File: src/rtl/lcd_bus_if.sv
// 4-bit HD44780-style character-LCD bus as seen at the panel pins.
interface lcd_bus_if;
  logic [3:0] SF_D;
  logic       LCD_E;
  logic       LCD_RS;
  logic       LCD_RW;

  modport master (output SF_D, LCD_E, LCD_RS, LCD_RW);
  modport slave  (input  SF_D, LCD_E, LCD_RS, LCD_RW);
endinterface

File: src/rtl/lcd_bus_monitor.sv
// Passive monitor for the 4-bit character-LCD bus: follows the init nibble
// sequence, reassembles bytes, tracks the DDRAM address and flags E-width,
// nibble-gap, busy-time and read-strobe violations.
module lcd_bus_monitor #(
  parameter int MIN_E_HIGH = 12,
  parameter int GAP_NIB    = 50,
  parameter int BUSY_CMD   = 2000,
  parameter int BUSY_CLR   = 82000
) (
  input  logic           clk,
  input  logic           rst_n,
  lcd_bus_if.slave       bus,
  output logic           init_done,
  output logic           byte_valid,
  output logic           byte_rs,
  output logic [7:0]     byte_data,
  output logic [6:0]     ddram_addr,
  output logic           err_timing,
  output logic           err_busy,
  output logic           err_read
);

  typedef enum logic [2:0] {INIT0, INIT1, INIT2, INIT3, HI, LO} state_t;

  state_t      state_q, state_d;
  logic        e_s1, e_s2, e_s3;
  logic [3:0]  d_s1, d_s2;
  logic        rs_s1, rs_s2, rw_s1, rw_s2;
  logic        rise, fall;
  logic [15:0] eh_cnt;
  logic [17:0] gap_cnt;
  logic        rd_flag;
  // event stage: captured in the fall-detect cycle, consumed one cycle later
  logic        ev_q, rs_q, short_q;
  logic [3:0]  nib_q;
  logic [17:0] gap_q;
  logic [3:0]  hi_nib;
  logic        hi_rs;
  logic [17:0] busy_req;
  logic        hi_ld, emit, set_tim, set_busy, set_init;
  logic [7:0]  byte_new;
  logic [6:0]  addr_d;

  assign rise     = e_s2 & ~e_s3;
  assign fall     = ~e_s2 & e_s3;
  assign byte_new = {hi_nib, nib_q};

  // two-flop synchronizers for every bus input, plus an E delay for edge detect
  always_ff @(posedge clk or negedge rst_n) begin
    if (!rst_n) begin
      {e_s1, e_s2, e_s3} <= '0;
      {d_s1, d_s2}       <= '0;
      {rs_s1, rs_s2}     <= '0;
      {rw_s1, rw_s2}     <= '0;
    end else begin
      e_s1  <= bus.LCD_E;  e_s2  <= e_s1;  e_s3 <= e_s2;
      d_s1  <= bus.SF_D;   d_s2  <= d_s1;
      rs_s1 <= bus.LCD_RS; rs_s2 <= rs_s1;
      rw_s1 <= bus.LCD_RW; rw_s2 <= rw_s1;
    end
  end

  // E-high and fall-to-fall counters, read-strobe tracking, event capture
  always_ff @(posedge clk or negedge rst_n) begin
    if (!rst_n) begin
      eh_cnt  <= '0;
      gap_cnt <= '0;
      rd_flag <= 1'b0;
      err_read <= 1'b0;
      ev_q    <= 1'b0;
      rs_q    <= 1'b0;
      short_q <= 1'b0;
      nib_q   <= '0;
      gap_q   <= '0;
    end else begin
      if (e_s2) eh_cnt <= (eh_cnt == '1) ? eh_cnt : eh_cnt + 16'd1;
      else      eh_cnt <= '0;
      if (fall)                gap_cnt <= '0;
      else if (gap_cnt != '1)  gap_cnt <= gap_cnt + 18'd1;
      if (rise) rd_flag <= rw_s2;
      if (rise && rw_s2) err_read <= 1'b1;
      // a read strobe is dropped entirely; only its fall still restarts the gap
      ev_q <= fall & ~rd_flag;
      if (fall) begin
        nib_q   <= d_s2;
        rs_q    <= rs_s2;
        short_q <= (eh_cnt < 16'(MIN_E_HIGH));
        gap_q   <= gap_cnt;
      end
    end
  end

  // FSM state register
  always_ff @(posedge clk or negedge rst_n) begin
    if (!rst_n) state_q <= INIT0;
    else        state_q <= state_d;
  end

  // next state and per-event strobes
  always_comb begin
    state_d  = state_q;
    hi_ld    = 1'b0;
    emit     = 1'b0;
    set_tim  = ev_q & short_q;
    set_busy = 1'b0;
    set_init = 1'b0;
    if (ev_q) begin
      case (state_q)
        INIT0: state_d = (!rs_q && nib_q == 4'h3) ? INIT1 : INIT0;
        INIT1: state_d = (!rs_q && nib_q == 4'h3) ? INIT2 : INIT0;
        INIT2: state_d = (!rs_q && nib_q == 4'h3) ? INIT3 : INIT0;
        INIT3: begin
          if (!rs_q && nib_q == 4'h2) begin
            state_d  = HI;
            set_init = 1'b1;
          end else begin
            state_d = (nib_q == 4'h3) ? INIT1 : INIT0;
          end
        end
        HI: begin
          hi_ld    = 1'b1;
          set_busy = (gap_q < busy_req);
          state_d  = LO;
        end
        LO: begin
          emit    = 1'b1;
          set_tim = short_q | (gap_q < 18'(GAP_NIB)) | (rs_q != hi_rs);
          state_d = HI;
        end
        default: state_d = INIT0;
      endcase
    end
  end

  // DDRAM address that the byte being emitted will leave behind
  always_comb begin
    addr_d = ddram_addr;
    if (!hi_rs) begin
      if (byte_new[7])                          addr_d = byte_new[6:0];
      else if (byte_new inside {8'h01, 8'h02, 8'h03}) addr_d = '0;
    end else begin
      if (ddram_addr == 7'h27)      addr_d = 7'h40;
      else if (ddram_addr == 7'h67) addr_d = 7'h00;
      else                          addr_d = ddram_addr + 7'd1;
    end
  end

  // byte assembly, address/busy tracking and sticky flags
  always_ff @(posedge clk or negedge rst_n) begin
    if (!rst_n) begin
      hi_nib     <= '0;
      hi_rs      <= 1'b0;
      byte_valid <= 1'b0;
      byte_rs    <= 1'b0;
      byte_data  <= '0;
      ddram_addr <= '0;
      busy_req   <= 18'(BUSY_CMD);
      init_done  <= 1'b0;
      err_timing <= 1'b0;
      err_busy   <= 1'b0;
    end else begin
      if (hi_ld) begin
        hi_nib <= nib_q;
        hi_rs  <= rs_q;
      end
      byte_valid <= emit;
      if (emit) begin
        byte_data  <= byte_new;
        byte_rs    <= hi_rs;
        ddram_addr <= addr_d;
        busy_req   <= (!hi_rs && byte_new inside {8'h01, 8'h02, 8'h03}) ?
                      18'(BUSY_CLR) : 18'(BUSY_CMD);
      end
      if (set_init) init_done  <= 1'b1;
      if (set_tim)  err_timing <= 1'b1;
      if (set_busy) err_busy   <= 1'b1;
    end
  end

endmodule

File: src/flat_wrapper.sv
// flat-port wrapper written by rule: the top's interface ports become plain ports
module lcd_bus_monitor_flat 
#(
  parameter int MIN_E_HIGH = 12,
  parameter int GAP_NIB    = 50,
  parameter int BUSY_CMD   = 2000,
  parameter int BUSY_CLR   = 82000
)
  (clk, rst_n, init_done, byte_valid, byte_rs, byte_data, ddram_addr, err_timing, err_busy, err_read, bus_SF_D, bus_LCD_E, bus_LCD_RS, bus_LCD_RW);
  lcd_bus_if bus_i ();
  input  logic clk;
  input  logic rst_n;
  output logic init_done;
  output logic byte_valid;
  output logic byte_rs;
  output logic [7:0] byte_data;
  output logic [6:0] ddram_addr;
  output logic err_timing;
  output logic err_busy;
  output logic err_read;
  input wire logic [$bits(bus_i.SF_D)-1:0] bus_SF_D;
  input wire logic [$bits(bus_i.LCD_E)-1:0] bus_LCD_E;
  input wire logic [$bits(bus_i.LCD_RS)-1:0] bus_LCD_RS;
  input wire logic [$bits(bus_i.LCD_RW)-1:0] bus_LCD_RW;
  assign bus_i.SF_D = bus_SF_D;
  assign bus_i.LCD_E = bus_LCD_E;
  assign bus_i.LCD_RS = bus_LCD_RS;
  assign bus_i.LCD_RW = bus_LCD_RW;
  lcd_bus_monitor #(.MIN_E_HIGH(MIN_E_HIGH), .GAP_NIB(GAP_NIB), .BUSY_CMD(BUSY_CMD), .BUSY_CLR(BUSY_CLR)) u_core (.clk(clk), .rst_n(rst_n), .bus(bus_i), .init_done(init_done), .byte_valid(byte_valid), .byte_rs(byte_rs), .byte_data(byte_data), .ddram_addr(ddram_addr), .err_timing(err_timing), .err_busy(err_busy), .err_read(err_read));
endmodule
File: config.mk
export PLATFORM = sky130hd
export DESIGN_NAME = lcd_bus_monitor_flat
export DESIGN_NICKNAME = d
export VERILOG_FILES = /design/src/rtl/lcd_bus_if.sv /design/src/rtl/lcd_bus_monitor.sv /design/src/flat_wrapper.sv
export SDC_FILE = /design/constraint.sdc
export NUM_CORES = 1
export LEC_CHECK = 0
export CAP_MARGIN = 20
export CORE_MARGIN = 2
export CORE_UTILIZATION = 64
export DETAILED_ROUTE_END_ITERATION = 8
export PLACE_DENSITY = 0.85
export SLEW_MARGIN = 20
export SYNTH_ARGS = -nofsm -noshare
export SYNTH_HDL_FRONTEND = slang
export SYNTH_SLANG_ARGS = --single-unit
File: constraint.sdc
create_clock -name clk -period 2.8 [get_ports clk]
set_input_delay 0.56 -clock clk [delete_from_list [all_inputs] [get_ports clk]]
set_output_delay 0.56 -clock clk [all_outputs]
set_load 0.02 [all_outputs]
==> flow_summary.yaml <==
status:
  status: "completed"
detailed_routing:
  drc: 0
  drt-met1-wl_um: 4680
  wl_met3_um: 611
  vias: 3975
  avgRoutedWirePerCell_um: 16.6
  firstDrtPassIters: 5
  drt-total-wl_um: 10500
  topRoutingLayerUsed: "met4"
  wl_met2_um: 5080
  drt_iter0_markers: 328
  vias_per_cell: 6.27
  drt.antenna.violating_nets: 0
cts:
  cts-htree-levels: 3
  clk_pin_slew_worst_paths_ps: 90
  cts_setup_buffers: 0
  cts_buffer_depth: 2
  hold_buffers: 0
  numCtsBuffers: 9
  cts-resized-gates: 0
  clk_latency_ps: 370
  cts_tree: "done"
  cts.sink_count: 105
  root_buffer: "clkbuf_8"
setup_path:
  crit_required_ps: 2240
  startpoint: "u_core.ddram_addr[2]"
  cpPeakStageDelay_ps: 660
  path_delay_family: "buffers and inverters"
  ff2ff_path_depth: 3
  r2r_start: "u_core.e_s2"
  cp_max_fo: 7
  worstSetupPathType: "flip-flop to primary output"
  crit_cells: 1
  worstPathCellList: "clkdlybuf4s50_1"
  critPathLaunchType: "flip-flop"
  cp-end-kind: "primary output"
  worst_path_max_delay_cell: "clkdlybuf4s50_1"
  crit_buf_inv: 1
  critPathArrivalTime_ps: 1510
power:
  leakage_uw: 0.00246
  finalPower_uw: 2680
  ir_worst_vdd_uv: 515
  p_per_area_nw_per_um2: 493
yosys:
  synth_top_area_share_pct: 53.5
  seq_area_frac_synth_pct: 54.0
  yosysMostFrequentCell: "nand2_1"
  synth_edf_count: 0
  synth_cell_types: 56
  syn_nets: 525
  post_synth.cell_area_avg_um2: 9.60
  yosys.area.top_type: "dfrtp_1"
  ys_warn_count: 0
  synth-async-reset-ratio_pct: 100
  synth_commonest_cells: "nand2_1, dfrtp_1, a21oi_1"
  synth_top_flop_cell: "dfrtp_1"
  synth_area_leaders: "dfrtp_1, nand2_1, a21oi_1"
  netlist_area_um2: 4870
  synth-seq-cells: 105
  syn_inst: 507
global_routing:
  grtUsageTotal_pct: 26.8
  grt-ovfl-total: 0
  antenna_found_initial: 0
  grt_max_degree: 47
  grt_pass1_wl_um: 18100
  grt_pass1_vias: 3856
timing:
  period_share_pct: 73.8
  finalMaxSlewViolations: 0
  finalHoldViolations: 0
  maxSlewHeadroom_pct: 41.7
  fmax_mhz: 484
  min_period_ps: 2070
  skew_ps: 10.4
  rsz0062_at_grt: "false"
  worst_pin_slew_ps: 872
  setup_viol: 0
  fin_tns_setup_ps: 0
cells_and_area:
  area_delta_synth_final_pct: 11.8
  fin_util_pct: 74.6
  fin_nets: 548
  seq_area_um2: 2630
  drive_gt1_share_pct: 6.92
  multi_input_area_um2: 2110
  fill_cells: 533
  diodes: 0
run:
  maxCapViolations: 0
floorplanning:
  placementRows: 31
  coreArea_um2: 7290
  die_y_um: 91.2
  die_area_um2: 8320
  die_x_um: 91.2
  ios: 30
  initial_core_util_pct: 66.7
worst_hold_path:
  hold_class: "input pin to asynchronous set/reset pin"
place:
  port_buffers: 29
  routabilityCongestion: 0.951
  place_hpwl_um: 7410
==> cell type report <==
class / instances / area share [%]
flip-flops and latches: 105 / 48.3
multi-input cells: 369 / 38.8
repair buffers: 34 / 6.67
clock buffers: 12 / 2.67
well taps: 99 / 2.28
inverters: 11 / 0.759
clock inverters: 4 / 0.552
==> where the power goes <==
part / switching [uW] / internal, uW
combinational: 116 / 68.3
sequential: 71.5 / 1580
clock: 495 / 350
total: 683 / 2000
==> cell families (layout without fill, tap and decap cells) <==
kind of cell | after synthesis | in the layout | synth area share [%]
mux | 9 | 9 | 1.98
simple gates | 247 | 247 | 24.7
compound gates | 102 | 102 | 13.9
flops | 105 | 105 | 54.0
fa+ha+maj | 9 | 9 | 2.31
buf+inv | 33 | 61 | 2.72
xor+xnor | 2 | 2 | 0.360
==> sequential cells by signal, summed over array words and instances (netlist names), 2 cells and up <==
| register | cells |
|---|---|
| u_core.state_q | 3 |
| u_core.d_s1 | 4 |
| u_core.gap_q | 17 |
| u_core.busy_req | 2 |
| u_core.ddram_addr | 7 |
| u_core.hi_nib | 4 |
| u_core.eh_cnt | 16 |
| u_core.d_s2 | 4 |
| u_core.byte_data | 8 |
| u_core.gap_cnt | 18 |
| u_core.nib_q | 4 |
==> routing by layer <==
layer,vias up,global-route usage (%)
met5,-,0
met4,0,7.95
met3,15,5.56
met2,155,43.3
met1,1932,36.8
li1,1873,-
==> cells in the final DEF (no fill, tap or decap), types with 2 or more instances in the layout <==
| cell | n |
|---|---|
| or4_1 | 2 |
| nand3b_1 | 2 |
| mux2i_1 | 4 |
| clkdlybuf4s50_1 | 28 |
| nor2b_1 | 3 |
| nor3_1 | 14 |
| o221ai_1 | 2 |
| dfrtp_1 | 104 |
| nand4b_1 | 2 |
| buf_4 | 3 |
| a211oi_1 | 2 |
| a311oi_1 | 7 |
| xor2_1 | 2 |
| o31ai_1 | 4 |
| or3_1 | 3 |
| a22o_1 | 3 |
| a31o_2 | 4 |
| nor4_1 | 12 |
| nand3_1 | 25 |
| mux2_2 | 5 |
| a21oi_1 | 29 |
| buf_12 | 3 |
| inv_1 | 10 |
| clkbuf_1 | 2 |
| nand4_1 | 13 |
| a21boi_0 | 2 |
| o21ai_0 | 22 |
| clkinv_4 | 2 |
| a31oi_1 | 10 |
| o211ai_1 | 4 |
| ha_1 | 9 |
| clkbuf_8 | 10 |
| a211o_1 | 2 |
| nand2b_1 | 6 |
| and2_1 | 6 |
| and4_1 | 4 |
| and3_1 | 9 |
| nand2_1 | 120 |
| nor2_1 | 19 |
==> through the flow <==
step	hold WS [ps]	instances	worst slack, ps	instance area (um^2)
floorplan	264	507	985	4870
global placement	332	618	896	5270
detailed placement	336	618	870	5270
CTS	209	634	733	5440
global route	243	634	601	5440
finish	196	634	733	5440
==> final timing paths <==
path | slack (ps) | to
worst min register to register | 350 | u_core.e_s2
min in group clk | 350 | u_core.e_s2
worst max register to register | 820 | u_core.eh_cnt[5]
max in group asynchronous | 2040 | u_core.gap_cnt[4]
worst max-delay path | 730 | ddram_addr[2]
worst min-delay path | 200 | u_core.ddram_addr[6]
No activity file was read; power rests on OpenSTA's default activity.
